==> config.mk <==
export PLATFORM = sky130hd
export DESIGN_NAME = mux_rr_arbiter
export DESIGN_NICKNAME = d
export VERILOG_FILES = /design/src/rtl/mux_rr_arbiter.sv
export SDC_FILE = /design/constraint.sdc
export NUM_CORES = 1
export LEC_CHECK = 0
export CORE_ASPECT_RATIO = 0.8
export CORE_UTILIZATION = 44
export CTS_BUF_LIST = sky130_fd_sc_hd__clkbuf_16
export DETAILED_ROUTE_END_ITERATION = 16
export GPL_ROUTABILITY_DRIVEN = 1
export PLACE_DENSITY = 0.86
export RECOVER_POWER = 50
export SLEW_MARGIN = 20
export SYNTH_ARGS = -nofsm -noshare
export SYNTH_HDL_FRONTEND = slang
export SYNTH_SLANG_ARGS = --single-unit
==> constraint.sdc <==
create_clock -name clk -period 5.6 [get_ports clk]
set_input_delay 0.56 -clock clk [delete_from_list [all_inputs] [get_ports clk]]
set_output_delay 0.56 -clock clk [all_outputs]
set_load 0.01 [all_outputs]
==> src/rtl/mux_rr_arbiter.sv <==
// mux_rr_arbiter: round-robin arbiter and sequencer for a shared 2:1 mux.
// Two requesters compete for one output channel. A grant lasts for one
// bounded burst. The granted requester's word is forwarded under a
// valid/ready handshake, and this block is the only driver of the mux select.
module mux_rr_arbiter #(
   parameter int WIDTH     = 8,
   parameter int MAX_BURST = 4
) (
   input  logic             clk,
   input  logic             rst_n,
   input  logic             req_a,
   input  logic [WIDTH-1:0] data_a,
   input  logic             last_a,
   output logic             ready_a,
   input  logic             req_b,
   input  logic [WIDTH-1:0] data_b,
   input  logic             last_b,
   output logic             ready_b,
   output logic             sel,
   output logic             gnt_a,
   output logic             gnt_b,
   output logic             out_valid,
   output logic [WIDTH-1:0] out_data,
   input  logic             out_ready,
   output logic             busy
);

   localparam int CW = $clog2(MAX_BURST) + 1;

   localparam logic [1:0] ST_IDLE  = 2'b00;
   localparam logic [1:0] ST_GNT_A = 2'b01;
   localparam logic [1:0] ST_GNT_B = 2'b10;

   // Count value of the final transfer allowed in one burst
   localparam logic [CW-1:0] CNT_LAST = CW'(MAX_BURST - 1);

   logic [1:0]    state_q, state_d;
   logic          sel_q, sel_d;
   logic          gnt_a_q, gnt_a_d;
   logic          gnt_b_q, gnt_b_d;
   logic          busy_q, busy_d;
   logic          prio_q, prio_d;
   logic [CW-1:0] cnt_q, cnt_d;

   logic          out_valid_s;
   logic          xfer_s;
   logic          rel_s;

   // Handshake decode from the registered grants; data follows the registered select
   always_comb begin
      out_valid_s = (gnt_a_q & req_a) | (gnt_b_q & req_b);
      xfer_s      = out_valid_s & out_ready;
   end

   assign out_valid = out_valid_s;
   assign out_data  = sel_q ? data_b : data_a;
   assign ready_a   = gnt_a_q & req_a & out_ready;
   assign ready_b   = gnt_b_q & req_b & out_ready;
   assign sel       = sel_q;
   assign gnt_a     = gnt_a_q;
   assign gnt_b     = gnt_b_q;
   assign busy      = busy_q;

   // Next-state logic: grant selection, burst counting and release/handover
   always_comb begin
      state_d = state_q;
      sel_d   = sel_q;
      prio_d  = prio_q;
      cnt_d   = cnt_q;
      rel_s   = 1'b0;
      case (state_q)
         ST_IDLE: begin
            if (req_a && req_b) begin
               if (prio_q) begin
                  state_d = ST_GNT_B;
                  sel_d   = 1'b1;
                  cnt_d   = '0;
               end else begin
                  state_d = ST_GNT_A;
                  sel_d   = 1'b0;
                  cnt_d   = '0;
               end
            end else if (req_a) begin
               state_d = ST_GNT_A;
               sel_d   = 1'b0;
               cnt_d   = '0;
            end else if (req_b) begin
               state_d = ST_GNT_B;
               sel_d   = 1'b1;
               cnt_d   = '0;
            end else begin
               state_d = ST_IDLE;
            end
         end
         ST_GNT_A: begin
            // A single release even when last and the burst limit coincide
            rel_s = (xfer_s && (last_a || (cnt_q == CNT_LAST))) || !req_a;
            if (rel_s) begin
               prio_d = 1'b1;
               cnt_d  = '0;
               if (req_b) begin
                  state_d = ST_GNT_B;
                  sel_d   = 1'b1;
               end else if (req_a) begin
                  state_d = ST_GNT_A;
                  sel_d   = 1'b0;
               end else begin
                  state_d = ST_IDLE;
               end
            end else if (xfer_s) begin
               cnt_d = cnt_q + CW'(1);
            end else begin
               cnt_d = cnt_q;
            end
         end
         ST_GNT_B: begin
            rel_s = (xfer_s && (last_b || (cnt_q == CNT_LAST))) || !req_b;
            if (rel_s) begin
               prio_d = 1'b0;
               cnt_d  = '0;
               if (req_a) begin
                  state_d = ST_GNT_A;
                  sel_d   = 1'b0;
               end else if (req_b) begin
                  state_d = ST_GNT_B;
                  sel_d   = 1'b1;
               end else begin
                  state_d = ST_IDLE;
               end
            end else if (xfer_s) begin
               cnt_d = cnt_q + CW'(1);
            end else begin
               cnt_d = cnt_q;
            end
         end
         default: begin
            state_d = ST_IDLE;
            sel_d   = 1'b0;
            cnt_d   = '0;
         end
      endcase
   end

   // Registered status outputs decoded from the next state
   always_comb begin
      gnt_a_d = (state_d == ST_GNT_A);
      gnt_b_d = (state_d == ST_GNT_B);
      busy_d  = (state_d != ST_IDLE);
   end

   // State, select, priority and burst counter registers
   always_ff @(posedge clk or negedge rst_n) begin
      if (!rst_n) begin
         state_q <= ST_IDLE;
         sel_q   <= 1'b0;
         gnt_a_q <= 1'b0;
         gnt_b_q <= 1'b0;
         busy_q  <= 1'b0;
         prio_q  <= 1'b0;
         cnt_q   <= '0;
      end else begin
         state_q <= state_d;
         sel_q   <= sel_d;
         gnt_a_q <= gnt_a_d;
         gnt_b_q <= gnt_b_d;
         busy_q  <= busy_d;
         prio_q  <= prio_d;
         cnt_q   <= cnt_d;
      end
   end

endmodule
==> metrics.cfg, run 1 <==
[floorplanning]
start_util_pct=48.86
dieArea_um2=2076
num_rows=13
io_pins=38
die_x_um=50.69
dieHeight_um=40.96
coreArea_um2=1708

[timing]
tns_ns=0
period_share_pct=50.81
rsz0062_at_grt=false
final_max_slew_viol_count=0
finalHoldViolations=0
worst_pin_slew_ns=0.5487
timing.final.ws_setup_ns=2.754
fin_crit_ns=2.846
holdWs_ns=0.5416
slew_headroom_pct=63.30
setup_viol=0
fin_skew_ns=0.0003119
fmax_mhz=351.4

[layout]
final_common_cell=clkdlybuf4s50_1
final_area_um2=1285
final_cells=147
drive_gt1_share_pct=18.40
mostFrequentLayoutCells=clkdlybuf4s50_1, a21oi_1, dfrtp_1
nFillCells=113
antenna_cells=0
finalNetCount=155
areaGrowthSynthToFinish_pct=53.97

[setup_path]
cp.arrival_ns=2.29
cp-start-kind=primary input
required_ns=5.04
setup.worst_path.end_class=primary output
worstPathMaxFanout=11
path_class=in2out

[place]
place_ws_ns=2.872
gp_congestion=0.8202
detailed_place.area_um2=1206
port_buffers=37
dp.cells=143
hpwl_mm=1.977

[clocking]
clk_pin_slew_ns=0.04
cts_inserted_buffers=3
cts_resized=0
cts_hold_buffers=0
clk_latency_ns=0.24
postCtsSetupRepairBufs=0
cts_root_buffer=clkbuf_16
cts.htree.levels=1
cts.path.max_buffers=2
cts_sinks=10
tritoncts=done

[power_and_ir_drop]
p_per_area_nw_per_um2=458.0
p_leak_nw=0.5709
ir_worst_vdd_uv=366.5

[worst_hold_path]
hold_path.class=reg2reg

[routing]
drc_errors=0
drt_iter0_drc=14
routedWlPerCell_um=20.63
via_per_inst=5.789
final_antenna_net_count=0
num_vias=851
dr.pass1.iters=4
drt-total-wl_mm=3.032

[global_routing]
grt_max_degree=12
use_met2_pct=53.00
overflow=0
grt_use_met1_pct=37.14
grt_use_total_pct=31.24
grt_pass1_vias=855
busiest_layer=met2
grt_pass1_wl_mm=4.319
grt_use_met3_pct=7.407
antenna_found_initial=0

[yosys]
synth_nets=116
synth_warnings=0
avgSynthCellArea_um2=9.593
synthArstFlopShare_pct=100.0
synth-edff-count=0
yosysTopAreaCellShare_pct=29.99
synth_cells=87
ys.flop_type=dfrtp_1
netlist_area_um2=834.6
ys_ff_latch=10
synth-seq-area-share_pct=29.99
yosys.area.top_type=dfrtp_1
synthTopCellsByArea=dfrtp_1, mux2_2, ha_1
ys_types=25

[job]
drv_cap=0

[status]
status=completed

==> where the power goes <==
part	total, mW	leakage [nW]	internal, mW	switching [mW]
registers	0.138	0.129	0.0975	0.0406
logic	0.321	0.403	0.163	0.158
clock network	0.129	0.0385	0.0938	0.0353
==> cell type report <==
class | count | area, um^2 | share of cell area [%]
Clock buffer | 3 | 75.07 | 5.842
Clock inverter | 1 | 3.754 | 0.2921
Inverter | 7 | 26.28 | 2.045
Multi-Input combinational cell | 67 | 531.8 | 41.38
Sequential cell | 10 | 250.2 | 19.47
Tap cell | 22 | 27.53 | 2.142
Timing Repair Buffer | 37 | 370.4 | 28.82
==> final timing paths <==
kind	from	end	slack (ns)	depth (start not counted)
max	req_b	out_valid	2.75	4
min	cnt_q[1]$_DFFE_PN0P_	cnt_q[1]$_DFFE_PN0P_	0.54	2
max reg2reg	cnt_q[0]$_DFFE_PN0P_	gnt_a$_DFF_PN0_	3.28	7
min reg2reg	cnt_q[1]$_DFFE_PN0P_	cnt_q[1]$_DFFE_PN0P_	0.54	2
max in group asynchronous	rst_n	sel$_DFFE_PN0P_	4.57	1
min in group asynchronous	rst_n	cnt_q[0]$_DFFE_PN0P_	0.71	1
==> synthesized netlist by cell type (all sizes together), types with 2 or more instances <==
master	count
a21o	2
or3	2
o21ai	6
nand2	8
mux2	10
inv	7
a211oi	3
a21oi	11
ha	6
and3	2
dfrtp	10
a2bb2oi	2
nor2	8
a22oi	2
buf	2
nor3b	2
==> metrics by stage <==
step / utilization, % / power [mW]
after floorplan: - / 0.3169
after global placement: 70.62 / 0.4299
after detailed placement: 70.62 / 0.4431
after CTS: 75.24 / 0.5883
after global routing: 75.24 / 0.6110
final: 75.24 / 0.5886
==> sequential cells by signal (all words and copies together) (netlist names) <==
signal   cells
gnt_a        1
prio_q       1
gnt_b        1
state_q      2
busy         1
sel          1
cnt_q        3
==> logic make-up (layout without fill, tap and decap cells) <==
family          count (synthesis)  in the layout  synth area share (%)
xor+xnor                        1              1                 1.050
fa+ha+maj                       6              6                 8.995
buf+inv                        10             48                 6.297
mux                            10             10                 14.39
compound gates                 27             27                 24.89
simple gates                   23             23                 14.39
flops                          10             10                 29.99
==> critical path, stage by stage <==
cell and delay, ns:
dlygate4sd3_1 0.88, a22oi_4 0.15, inv_1 0.14, clkdlybuf4s50_1 0.55
==> routing by layer <==
metal,routed length (um),vias to the layer above
met2,1475,42
met3,159,17
met5,0,-
met1,1253,406
met4,143,0
li1,-,386
(Power assumes the default switching activity.)
==> inputs of run 2 (changes only) <==
--- a/config.mk
+++ b/config.mk
@@ -6,11 +6,11 @@
 export NUM_CORES = 1
 export LEC_CHECK = 0
 export CORE_ASPECT_RATIO = 0.8
-export CORE_UTILIZATION = 44
+export CORE_UTILIZATION = 41
 export CTS_BUF_LIST = sky130_fd_sc_hd__clkbuf_16
 export DETAILED_ROUTE_END_ITERATION = 16
 export GPL_ROUTABILITY_DRIVEN = 1
-export PLACE_DENSITY = 0.86
+export PLACE_DENSITY = 0.81
 export RECOVER_POWER = 50
 export SLEW_MARGIN = 20
 export SYNTH_ARGS = -nofsm -noshare
==> constraint.sdc (replaced) <==
create_clock -name clk -period 2.8 [get_ports clk]
set_input_delay 0.28 -clock clk [delete_from_list [all_inputs] [get_ports clk]]
set_output_delay 0.28 -clock clk [all_outputs]
set_load 0.01 [all_outputs]
==> run 2 against run 1 <==
Routed wire length fell by 21%. Clock skew rose by 0.0023 ns. Largest power group unchanged. Sequential cell count did not move. Sequential share of layout area barely moved. Final area barely moved. Critical path type is now in2reg. Utilization fell by 7.4 points.
==> metrics.cfg, run 2 (synthesized netlist as in run 1, its figures left out) <==
[status]
status=completed

[layout]
final_cells=149  ; +1.4%
drive_gt1_share_pct=17.60  ; -0.80 points
largest_register_ffs=3  ; unchanged
final_common_cell=clkdlybuf4s50_1
areaGrowthSynthToFinish_pct=53.82  ; about the same
finalNetCount=155  ; unchanged
largestRegisters=cnt_q (3), state_q (2)
final_util_pct=67.86  ; -7.4 points
mostFrequentLayoutCells=clkdlybuf4s50_1, a21oi_1, dfrtp_1
antenna_cells=0  ; unchanged
regMostFlops=cnt_q

[floorplanning]
start_util_pct=44.11  ; -4.8 points
dieHeight_um=42.36  ; +3.4%
io_pins=38  ; unchanged
coreArea_um2=1892  ; +11%
dieArea_um2=2221  ; +7.0%
die_x_um=52.44  ; +3.5%
num_rows=14  ; +1

[power_and_ir_drop]
p_leak_nw=0.5695  ; -0.24%
p_int_mw=0.7060  ; +99%
ir_worst_vdd_uv=599.1  ; +63%
p_switching_mw=0.4180  ; +78%
clock_power_share_pct=22.2  ; +0.3 points
switching_share_pct=37.19  ; -2.6 points
combPwrFrac_pct=53.9  ; -0.7 points
p_per_area_nw_per_um2=875.6  ; +91%
p_seq_share_pct=23.9  ; +0.4 points

[global_routing]
grt_use_total_pct=24.87  ; -6.4 points
antenna_found_initial=0  ; unchanged
grt_pass1_wl_mm=3.974  ; -8.0%
grt_max_degree=12  ; unchanged
overflow=0  ; unchanged
grt_pass1_vias=842  ; -1.5%

[setup_path]
rr_worst_depth=7  ; unchanged
cp_slowest_cell=dlygate4sd3_1
cp-start-kind=primary input
cp.depth=6  ; +2
worstPathMaxFanout=11  ; unchanged
cp_top_family=compound AO/OA/AOI/OAI gates
cp.arrival_ns=2.53  ; +0.24 ns
worstPathCellList=dlygate4sd3_1 -> a22oi_4 -> o21ai_0 -> mux2_4 -> a211oi_4 -> nor3b_2
worst-path-buf-inv=1  ; -2
path_class=in2reg
max_stage_delay_ns=0.82  ; -0.06 ns
required_ns=2.95  ; -2.09 ns
setup.worst_path.end_class=register

[routing]
drt_iter0_drc=19  ; +5
drt-total-wl_mm=2.391  ; -21%
via_per_inst=5.376  ; -7.1%
dr.pass1.iters=5  ; +1
drc_errors=0  ; unchanged
routedWlPerCell_um=16.05  ; -22%
final_antenna_net_count=0  ; unchanged
num_vias=801  ; -5.9%

[job]
drv_cap=0  ; unchanged

[timing]
fin_skew_ns=0.002607  ; +0.002295 ns
slew_headroom_pct=69.29  ; +6.0 points
fin_crit_ns=2.380
period_share_pct=85.00
tns_ns=0  ; unchanged
final_max_slew_viol_count=0  ; unchanged
rsz0062_at_grt=false
fmax_mhz=420.1
finalHoldViolations=0  ; unchanged
setup_viol=0  ; unchanged
worst_pin_slew_ns=0.4558  ; -0.09294 ns

[clocking]
clk_pin_slew_ns=0.04  ; about the same
cts.htree.levels=1  ; unchanged
cts_inserted_buffers=3  ; unchanged
tritoncts=done
cts_root_buffer=clkbuf_16
cts_sinks=10  ; unchanged
postCtsSetupRepairBufs=0  ; unchanged
clk_latency_ns=0.23  ; about the same
cts_resized=0  ; unchanged
cts_hold_buffers=0  ; unchanged
cts.path.max_buffers=2  ; unchanged

[place]
gp_congestion=0.8364  ; +2.0%
hpwl_mm=1.869  ; -5.5%
dp.cells=145  ; +1.4%
port_buffers=37  ; unchanged

[worst_hold_path]
hold_path.class=in2async

[run 2: worst paths after layout]
check | start | to | slack, ns
max in group asynchronous | rst_n | cnt_q[2]$_DFFE_PN0P_ | 2.06
min | rst_n | state_q[1]$_DFF_PN0_ | 0.43
min reg2reg | cnt_q[1]$_DFFE_PN0P_ | cnt_q[1]$_DFFE_PN0P_ | 0.54
max | req_b | gnt_a$_DFF_PN0_ | 0.42
min in group clk | cnt_q[1]$_DFFE_PN0P_ | cnt_q[1]$_DFFE_PN0P_ | 0.54
max reg2reg | cnt_q[0]$_DFFE_PN0P_ | gnt_a$_DFF_PN0_ | 0.51
[run 2: power by group through the flow]
stage / Combinational, mW / Clock [mW] / Sequential, mW
after floorplan: 0.386 / 0 / 0.248
after global placement: 0.594 / 0 / 0.266
after detailed placement: 0.612 / 0 / 0.272
after CTS: 0.620 / 0.252 / 0.269
after global routing: 0.648 / 0.257 / 0.276
final: 0.606 / 0.249 / 0.269
[run 2: worst reg2reg max path, delay by kind of cell, from the launching register on]
family                   cells  cell delay [ns]
adder cells (fa/ha/maj)      2             0.44
AND/OR/NAND/NOR              1             0.20
AO/OA/AOI/OAI                3             0.82
multiplexers                 1             0.37
flip-flops                   1             0.39
[run 2: layer usage]
layer	vias up	GRT usage (%)	routed length (um)
li1	382	-	-
met1	376	32.65	1032
met2	37	40.25	1217
met3	6	2.899	95
met4	0	11.58	45
met5	-	0	0
[run 2: final cells by class]
type | instances | area, um^2
timing repair buffer | 37 | 370.4
fill | 148 | 608.1
clock inverter | 1 | 3.754
multi-input combinational | 67 | 528.0
tap | 24 | 30.03
clock buffer | 3 | 75.07
sequential | 10 | 250.2
inverter | 7 | 26.28
[run 2: per-stage QoR]
stage / setup slack, ns / power [mW] / instance area [um^2] / hold slack (ns)
after floorplan: 0.8245 / 0.6337 / 834.6 / -0.01559
after global placement: 0.5522 / 0.8601 / 1209 / 0.5220
after detailed placement: 0.4656 / 0.8837 / 1209 / 0.5325
after CTS: 0.5797 / 1.141 / 1287 / 0.3735
after global routing: 0.2680 / 1.181 / 1284 / 0.4695
final: 0.4199 / 1.124 / 1284 / 0.4309
